--- config.mk ---
export PLATFORM = sky130hd
export DESIGN_NAME = regfile32
export DESIGN_NICKNAME = d
export VERILOG_FILES = /design/src/rtl/regfile_pkg.sv /design/src/rtl/rf_read_port.sv /design/src/rtl/regfile32.sv
export SDC_FILE = /design/constraint.sdc
export NUM_CORES = 2
export LEC_CHECK = 0
export BUFFER_PORTS_ARGS = -buffer_cell sky130_fd_sc_hd__buf_4
export CAP_MARGIN = 0
export CELL_PAD_IN_SITES_DETAIL_PLACEMENT = 0
export CELL_PAD_IN_SITES_GLOBAL_PLACEMENT = 1
export CORE_MARGIN = 1.5
export CORE_UTILIZATION = 44
export DETAILED_ROUTE_END_ITERATION = 16
export HOLD_SLACK_MARGIN = 0.05
export PLACE_DENSITY = 0.86
export SETUP_SLACK_MARGIN = 0.3
export SYNTH_ARGS = -nofsm -noshare
export SYNTH_HDL_FRONTEND = slang
export SYNTH_SLANG_ARGS = --single-unit
--- constraint.sdc ---
create_clock -name Clk -period 1.65 [get_ports Clk]
set_input_delay 0.165 -clock Clk [delete_from_list [all_inputs] [get_ports Clk]]
set_output_delay 0.165 -clock Clk [all_outputs]
set_load 0.005 [all_outputs]
--- src/rtl/regfile_pkg.sv ---
// Shared constants for the 32-entry register file and its read ports.
package regfile_pkg;
  localparam int DATA_W   = 32;
  localparam int ADDR_W   = 5;
  localparam int NUM_REGS = 1 << ADDR_W;
  localparam int ZERO_REG = 0;
endpackage

--- src/rtl/rf_read_port.sv ---
// One registered read port: output register, r0 forcing and write-through bypass.
// Optional feature: REGFILE_BYPASS_EN selects write-through on a same-cycle write/read hit.
module rf_read_port
  import regfile_pkg::*;
#(
  parameter int DATA_W = regfile_pkg::DATA_W,
  parameter int ADDR_W = regfile_pkg::ADDR_W
) (
  input  logic              clk,
  input  logic              rst,
  input  logic              rd_en,
  input  logic [ADDR_W-1:0] rd_addr,
  input  logic [DATA_W-1:0] rd_word,
  input  logic              wr_en,
  input  logic [ADDR_W-1:0] wr_addr,
  input  logic [DATA_W-1:0] wr_data,
  output logic [DATA_W-1:0] rd_data
);

  logic [DATA_W-1:0] rd_data_d, rd_data_q;
  logic              rd_zero;

  assign rd_zero = (rd_addr == ADDR_W'(ZERO_REG));

`ifndef REGFILE_BYPASS_EN
  logic unused_wr;
  assign unused_wr = ^{wr_en, wr_addr, wr_data};
`endif

  always_comb begin
    rd_data_d = rd_data_q;
    if (rd_en) begin
      if (rd_zero) begin
        rd_data_d = '0;
`ifdef REGFILE_BYPASS_EN
      end else if (wr_en && (wr_addr == rd_addr)) begin
        rd_data_d = wr_data;
`endif
      end else begin
        rd_data_d = rd_word;
      end
    end
  end

  // p0 -> p1: port output register
  always_ff @(posedge clk) begin
    if (rst) rd_data_q <= '0;
    else     rd_data_q <= rd_data_d;
  end

  assign rd_data = rd_data_q;

endmodule

--- src/rtl/regfile32.sv ---
// Two-read / one-write register file with r0 hardwired to zero and 1-cycle reads.
// Optional feature: REGFILE_BYPASS_EN (write-through bypass, passed to rf_read_port).
module regfile32
  import regfile_pkg::*;
#(
  parameter int DATA_W = regfile_pkg::DATA_W,
  parameter int ADDR_W = regfile_pkg::ADDR_W
) (
  input  logic              Clk,
  input  logic              Reset,
  input  logic              WrEn,
  input  logic [ADDR_W-1:0] WrAddr,
  input  logic [DATA_W-1:0] WrData,
  input  logic              RdEn,
  input  logic [ADDR_W-1:0] RdAddrA,
  input  logic [ADDR_W-1:0] RdAddrB,
  output logic [DATA_W-1:0] RdDataA,
  output logic [DATA_W-1:0] RdDataB,
  output logic              RdValid
);

  localparam int NumRegs = 1 << ADDR_W;

  logic [DATA_W-1:0] mem_d [NumRegs];
  logic [DATA_W-1:0] mem_q [NumRegs];
  logic              rd_valid_d, rd_valid_q;

  // Entry 0 is never written, so it stays at its reset value of zero.
  always_comb begin
    mem_d = mem_q;
    if (WrEn && (WrAddr != ADDR_W'(ZERO_REG))) mem_d[WrAddr] = WrData;
  end

  assign rd_valid_d = RdEn;

  // p0 -> p1: storage and read-valid update
  always_ff @(posedge Clk) begin
    if (Reset) begin
      mem_q      <= '{default: '0};
      rd_valid_q <= 1'b0;
    end else begin
      mem_q      <= mem_d;
      rd_valid_q <= rd_valid_d;
    end
  end

  assign RdValid = rd_valid_q;

  rf_read_port #(.DATA_W(DATA_W), .ADDR_W(ADDR_W)) u_port_a (
    .clk     (Clk),
    .rst     (Reset),
    .rd_en   (RdEn),
    .rd_addr (RdAddrA),
    .rd_word (mem_q[RdAddrA]),
    .wr_en   (WrEn),
    .wr_addr (WrAddr),
    .wr_data (WrData),
    .rd_data (RdDataA)
  );

  rf_read_port #(.DATA_W(DATA_W), .ADDR_W(ADDR_W)) u_port_b (
    .clk     (Clk),
    .rst     (Reset),
    .rd_en   (RdEn),
    .rd_addr (RdAddrB),
    .rd_word (mem_q[RdAddrB]),
    .wr_en   (WrEn),
    .wr_addr (WrAddr),
    .wr_data (WrData),
    .rd_data (RdDataB)
  );

endmodule

==> Word-level counts from Yosys, hierarchy flattened <==
Index checks and enable logic that the tools add are counted.
{ "classes": {"n_reduce_logical": 5, "order_cmp": 4, "bitwise": 3, "mux": 11} }
{ "ops": {"columns": ["operator", "n"], "rows": [
  ["$bwmux 1024", 1],
  ["$bmux 32 s5", 2],
  ["$mux 32", 7],
  ["$demux 32 s5", 1],
  ["$ge 6x6->1 const B", 3],
  ["$not 5->6", 3],
  ["$logic_not 5->1", 2],
  ["$lt 6x1->1 const B", 1],
  ["$reduce_bool 5->1", 1],
  ["$logic_and 1x1->1", 2]
]} }
{ "word_totals": {"output_inout_bits": 65, "inputBits": 51, "word_cells": 58, "reg_bits": 1089} }

==> Longest topological paths before layout <==
{ "logic_depth": {"depth_word": 6, "depth_mapped": 8, "depth_no_buf": 4} }

==> Hierarchy <==
Synthesis repeated with hierarchy kept, for this count alone.
{ "hier_totals": {"hier_cells": 7136, "hier_area_um2": 55811.0} }
{ "modules_own_cells": {"columns": ["module", "n_inst", "seq_area_each_um2", "area_each_um2", "cells_per_inst"], "rows": [
  ["regfile32", 1, 20519.7, 52803.1, 6844],
  ["rf_read_port", 2, 640.6, 1503.9, 146]
]} }

==> Worst setup path before layout <==
OpenSTA, ideal clock, no wires.
{ "synth_timing": {"kind": "input -> register", "start": "input port RdAddrA[2]", "end": "register u_port_a.rd_data_q[10], in the netlist u_port_a.rd_data[10]", "n_path_buf": 3, "required_time_ps": 1514, "setup_time_ps": 136, "stages": 7, "t_arrival_ps": 1619, "path_slack_ps": -105, "path_cell_list": "buf_2 -> buf_4 -> buf_1 -> mux4_2 -> a32o_1 -> a21oi_1 -> o311ai_1"} }
{ "synth_via": {"elab_chain_cells": 5, "word_cells_on_any_way": 6, "classes_between": "4 x mux; 1 x bitwise; 1 x reduce/logical"} }
{ "synth_rtl": {"columns": ["element", "line", "rtl"], "rows": [
  ["start, declared", "regfile32.sv:15", "input logic [ADDR_W-1:0] RdAddrA,"],
  ["$not 5->6 (not written as such)", "regfile32.sv:54", ".rd_word (mem_q[RdAddrA]),"],
  ["$bmux 32 s5", "regfile32.sv:54", null],
  ["$mux 32 (not written as such) (2 in a row)", "regfile32.sv:54", null],
  ["$mux 32 (*)", "rf_read_port.sv:33", "if (rd_zero) begin"],
  ["end signal, assigned", "rf_read_port.sv:48", "else rd_data_q <= rd_data_d;"],
  ["end, declared", "rf_read_port.sv:20", "logic [DATA_W-1:0] rd_data_d, rd_data_q;"]
]} }
Mark *: on every way between the ends. The rest lies on a longest branch, timed or not. The select of a mux whose other input is x is not followed.
A chain may end at the register's enable or synchronous reset.

==> Worst setup path after layout <==
{ "layout_timing": {"start": "register mem_q[792] (netlist bit)", "end": "register u_port_b.rd_data_q[24], in the netlist u_port_b.rd_data[24]"} }
{ "layout_via": {"elab_chain_cells": 4} }
{ "layout_rtl": {"columns": ["element", "line", "rtl"], "rows": [
  ["start, declared", "regfile32.sv:25", "logic [DATA_W-1:0] mem_q [NumRegs];"],
  ["start signal, assigned", "regfile32.sv:42", "mem_q <= mem_d;"],
  ["$bmux 32 s5", "regfile32.sv:66", ".rd_word (mem_q[RdAddrB]),"],
  ["$mux 32 (not written as such) (2 in a row)", "regfile32.sv:66", null],
  ["$mux 32", "rf_read_port.sv:33", null],
  ["end signal, assigned", "rf_read_port.sv:48", null],
  ["end, declared", "rf_read_port.sv:20", null]
]} }
No other way between the ends. The select of a mux whose other input is x is not followed.

==> impl_metrics.xml <==
<?xml version="1.0" encoding="UTF-8"?>
<metrics>
  <group name="setup_path">
    <metric name="critPathTopFamily" unit="">multiplexers</metric>
    <metric name="timing.critical_path.cells" unit="">mux4_2 -&gt; mux2i_1 -&gt; buf_4 -&gt; or2_4 -&gt; o311ai_1</metric>
    <metric name="worst_path_largest_cell_delay" unit="ns">0.48</metric>
    <metric name="critical_path.startpoint_type" unit="">flip-flop</metric>
    <metric name="worst-r2r-cell-count" unit="">5</metric>
    <metric name="critPathArrivalTime" unit="ns">2.16</metric>
    <metric name="r2r_path_start" unit="">mem_q[792]</metric>
    <metric name="critical_path.n_buffers_inverters" unit="">1</metric>
    <metric name="crit-reg2reg-capture" unit="">u_port_b.rd_data[24]</metric>
    <metric name="timing_worst_setup_path_type" unit="">reg -&gt; reg</metric>
    <metric name="end_kind" unit="">flip-flop</metric>
    <metric name="r2r_setup_slack" unit="ns">0.09</metric>
    <metric name="critical_path_data_required_time" unit="ns">2.25</metric>
    <metric name="crit_path_top_delay_cell" unit="">sky130_fd_sc_hd__mux4_2</metric>
    <metric name="worst-path-max-fanout" unit="">3</metric>
  </group>
  <group name="logic_synthesis">
    <metric name="yosysSeqAreaShare" unit="">0.404</metric>
    <metric name="synth-seq-cells" unit="">1089</metric>
    <metric name="ys.warnings.count" unit="">0</metric>
    <metric name="synth_top_family_by_area" unit="">multiplexers</metric>
    <metric name="synth_adder_area_share" unit="">0</metric>
    <metric name="synth_compound_gate_area_share" unit="">0.148</metric>
    <metric name="yosys.area_share.xor_xnor" unit="">0</metric>
    <metric name="synthDistinctLibCells" unit="">32</metric>
    <metric name="syn-cell-area" unit="µm²">53900</metric>
    <metric name="syn_avg_cell_area" unit="µm²">8.82</metric>
    <metric name="syn_inst" unit="">6114</metric>
    <metric name="synth-simple-area-share" unit="">0.169</metric>
    <metric name="syn_nets" unit="">6165</metric>
    <metric name="synth.mux.area_fraction" unit="">0.227</metric>
  </group>
  <group name="route">
    <metric name="vias" unit="">50495</metric>
    <metric name="detailedRoute.firstPassIterationCount" unit="">9</metric>
    <metric name="maxUsedRoutingLayer" unit="">met5</metric>
    <metric name="drt_first_iter_violations" unit="">7308</metric>
    <metric name="met1Wirelength" unit="mm">80.0</metric>
    <metric name="met2_length" unit="mm">95.2</metric>
    <metric name="drt.antenna.violating_nets" unit="">0</metric>
    <metric name="wl_met3" unit="mm">31.4</metric>
    <metric name="routed_via_density" unit="">6.33</metric>
    <metric name="route.detailed.drc" unit="">0</metric>
    <metric name="wire_per_inst" unit="µm">27.3</metric>
    <metric name="route.final.wire_length" unit="mm">218</metric>
  </group>
  <group name="clock_tree">
    <metric name="tritoncts_num_sinks" unit="">1089</metric>
    <metric name="tritoncts" unit="">yes</metric>
    <metric name="root_buffer_cell" unit="">sky130_fd_sc_hd__clkbuf_16</metric>
    <metric name="clock_latency" unit="ns">0.76</metric>
    <metric name="cts-root-to-sink-buffers" unit="">3</metric>
    <metric name="clk_transition_reported_paths" unit="ns">0.06</metric>
    <metric name="htreeDepth" unit="">3</metric>
    <metric name="inserted_clock_buffers" unit="">115</metric>
  </group>
  <group name="timing">
    <metric name="tightestPinTransition" unit="ns">0.604</metric>
    <metric name="worst_slack" unit="ns">0.0943</metric>
    <metric name="hold-worst-slack" unit="ns">0.131</metric>
    <metric name="report.final.setup_viol" unit="">0</metric>
    <metric name="hold_violations" unit="">0</metric>
    <metric name="max_clock_freq" unit="GHz">0.643</metric>
    <metric name="tns" unit="ns">0</metric>
    <metric name="rsz0062_at_grt" unit="">true</metric>
    <metric name="final-max-slew-violation-count" unit="">0</metric>
    <metric name="worst_clock_skew" unit="ns">0.0236</metric>
    <metric name="slew_headroom" unit="">0.598</metric>
    <metric name="period_share" unit="">0.943</metric>
    <metric name="final.min_clock_period" unit="ns">1.56</metric>
  </group>
  <group name="min_path">
    <metric name="min_from" unit="">RdAddrB[3]</metric>
    <metric name="worst_hold_path.num_cells" unit="">4</metric>
    <metric name="hold-path-endpoint" unit="">u_port_b.rd_data[2]</metric>
    <metric name="min_path_type" unit="">in -&gt; reg</metric>
  </group>
  <group name="pwr">
    <metric name="power.ir.vdd_worst" unit="µV">1020</metric>
    <metric name="power_frac_seq" unit="">0.452</metric>
    <metric name="internal_power" unit="W">0.0439</metric>
    <metric name="netSwitchingFraction" unit="">0.257</metric>
    <metric name="pwr_density_cell" unit="nW/µm²">896</metric>
    <metric name="power_frac_clock" unit="">0.450</metric>
    <metric name="total_switching_power" unit="W">0.0152</metric>
    <metric name="cellLeakagePower" unit="nW">22.7</metric>
    <metric name="combinationalPowerShare" unit="">0.097</metric>
  </group>
  <group name="place">
    <metric name="finalWeightedCongestion" unit="">0.963</metric>
    <metric name="io_buffers" unit="">115</metric>
    <metric name="dpl_worst_slack" unit="ns">-0.359</metric>
    <metric name="post-dp-hpwl" unit="mm">138</metric>
  </group>
  <group name="layout">
    <metric name="layout-drive-gt1-share" unit="">0.258</metric>
    <metric name="num-nets-final" unit="">6306</metric>
    <metric name="final_util" unit="">0.542</metric>
    <metric name="area.growth.synth_to_final" unit="%">22.3</metric>
  </group>
  <group name="floorplan">
    <metric name="floorplan.initialDensity" unit="">0.443</metric>
    <metric name="die-area" unit="µm²">125000</metric>
    <metric name="coreArea" unit="µm²">122000</metric>
    <metric name="die_y" unit="µm">353</metric>
    <metric name="ioPinCount" unit="">116</metric>
    <metric name="die_w" unit="µm">353</metric>
    <metric name="placement_rows" unit="">128</metric>
  </group>
  <group name="global_route">
    <metric name="grt_pass1_vias" unit="">48147</metric>
    <metric name="grt_pass1_wl" unit="mm">316</metric>
    <metric name="global_route.usage.total" unit="">0.337</metric>
    <metric name="antenna_violations_before_repair" unit="">18</metric>
    <metric name="grt_start_max_net_pins" unit="">159</metric>
    <metric name="grt-ovfl-total" unit="">0</metric>
  </group>
  <group name="outcome">
    <metric name="run_status" unit="">finished, final reports clean</metric>
  </group>
  <group name="job">
    <metric name="maxCapViolCount" unit="">0</metric>
  </group>
</metrics>
==> Yosys cell counts <==
cell	instances	area [µm²]
sky130_fd_sc_hd__o311ai_1	66	578
sky130_fd_sc_hd__a21boi_0	2	15.0
sky130_fd_sc_hd__nor3_1	4	20.0
sky130_fd_sc_hd__and4bb_2	5	62.6
sky130_fd_sc_hd__nor4b_2	1	15.0
sky130_fd_sc_hd__and2_1	50	313
sky130_fd_sc_hd__a221oi_2	12	180
sky130_fd_sc_hd__a32o_1	44	440
sky130_fd_sc_hd__nand4_1	1	6.26
sky130_fd_sc_hd__a21oi_1	1073	5370
sky130_fd_sc_hd__clkbuf_1	437	1640
sky130_fd_sc_hd__dfxtp_1	1089	21800
sky130_fd_sc_hd__a211oi_1	27	203
sky130_fd_sc_hd__nor2b_1	68	425
sky130_fd_sc_hd__mux4_2	384	8650
sky130_fd_sc_hd__nand2_1	2018	7570
sky130_fd_sc_hd__buf_1	24	90.1
sky130_fd_sc_hd__a221oi_1	8	70.1
sky130_fd_sc_hd__and3_1	20	125
sky130_fd_sc_hd__nand4b_1	3	26.3
sky130_fd_sc_hd__and4_1	1	8.76
sky130_fd_sc_hd__and4b_1	3	30.0
sky130_fd_sc_hd__and2_0	5	31.3
sky130_fd_sc_hd__nand2b_1	2	12.5
sky130_fd_sc_hd__a21boi_1	25	188
sky130_fd_sc_hd__buf_2	122	611
sky130_fd_sc_hd__nor2_1	18	67.6
sky130_fd_sc_hd__or2_2	64	400
sky130_fd_sc_hd__buf_4	44	330
sky130_fd_sc_hd__a22oi_1	128	961
sky130_fd_sc_hd__buf_6	9	101
sky130_fd_sc_hd__mux2i_1	357	3570
==> registers in the layout (all words and copies together), names as in the netlist <==
register          count
RdValid               1
mem_q              1024
u_port_a.rd_data     32
u_port_b.rd_data     32
==> metal layers <==
| layer | up-vias | GRT usage |
|---|---|---|
| met5 | - | 0.00189 |
| met3 | 775 | 0.0993 |
| met2 | 3602 | 0.506 |
| met1 | 24479 | 0.440 |
| li1 | 21627 | - |
| met4 | 12 | 0.171 |
==> how the worst max path moves through the flow <==
stage / startpoint / end / slack, ns / depth (start not counted)
finish: mem_q[792] / u_port_b.rd_data[24] / 0.09 / 5
global placement: RdAddrA[0] / u_port_a.rd_data[13] / -0.35 / 6
CTS: mem_q[792] / u_port_b.rd_data[24] / 0.12 / 5
floorplan: RdAddrA[0] / u_port_a.rd_data[30] / 0.14 / 6
global route: mem_q[792] / u_port_b.rd_data[24] / 0.06 / 5
detailed placement: RdAddrA[0] / u_port_a.rd_data[13] / -0.36 / 6
==> worst reg2reg max path: stages (launching register included) <==
cell and delay, ns:
sky130_fd_sc_hd__dfxtp_2 0.32, sky130_fd_sc_hd__mux4_2 0.48, sky130_fd_sc_hd__mux2i_1 0.19, sky130_fd_sc_hd__buf_4 0.19, sky130_fd_sc_hd__or2_4 0.13, sky130_fd_sc_hd__o311ai_1 0.10
==> power groups by stage <==
stage                     sequential, W  clock [W]  combinational, W
after floorplan                  0.0272          0           0.00303
after global placement           0.0273          0           0.00521
after detailed placement         0.0273          0           0.00526
after CTS                        0.0267     0.0266           0.00545
after global routing             0.0267     0.0276           0.00587
final                            0.0267     0.0266           0.00574
==> what timing repair did <==
item                                    CTS  global route
endpoints found under the hold margin  1008             0
setup endpoints to repair               129           859
pin swaps                                32            30
hold buffers                             36             0
buffers inserted                         37             6
gates cloned                              0             5
gates resized for setup                 320           123
==> layout by cell type (no fill, tap or decap), types with 52 or more instances in the layout <==
master / Yosys / layout
sky130_fd_sc_hd__a21oi_1: 1073 / 1046
sky130_fd_sc_hd__a22oi_1: 128 / 127
sky130_fd_sc_hd__buf_12: 0 / 171
sky130_fd_sc_hd__buf_4: 44 / 370
sky130_fd_sc_hd__buf_6: 9 / 69
sky130_fd_sc_hd__clkbuf_16: 0 / 120
sky130_fd_sc_hd__dfxtp_1: 1089 / 893
sky130_fd_sc_hd__dfxtp_2: 0 / 157
sky130_fd_sc_hd__mux2i_1: 357 / 347
sky130_fd_sc_hd__mux4_2: 384 / 384
sky130_fd_sc_hd__nand2_1: 2018 / 2000
sky130_fd_sc_hd__nor2b_1: 68 / 59
sky130_fd_sc_hd__o311ai_1: 66 / 52
==> layout make-up <==
| class | count | area (µm²) |
|---|---|---|
| clock inverters | 36 | 372 |
| repair buffers | 660 | 7630 |
| multi-input cells | 4389 | 30300 |
| clock buffers | 172 | 3420 |
| fillers | 10616 | 55800 |
| well taps | 1625 | 2030 |
| diodes | 10 | 25.0 |
| flip-flops and latches | 1089 | 22100 |
==> stage by stage <==
stage | area, µm² | power, W | std cells
2_1_floorplan | 54500 | 0.0303 | 6114
3_3_place_gp | 60200 | 0.0325 | 7679
3_5_place_dp | 60200 | 0.0326 | 7679
4_1_cts | 65400 | 0.0587 | 7960
5_1_grt | 65900 | 0.0602 | 7980
6_report | 65900 | 0.0591 | 7981
==> kinds of logic after synthesis <==
family	count (synthesis)
and+or+nand+nor	2263
AOI/OAI and AO/OA	1385
DFF	1089
muxes	741
buffers and inverters	636
Note: power is estimated with default switching activity, not from simulation.
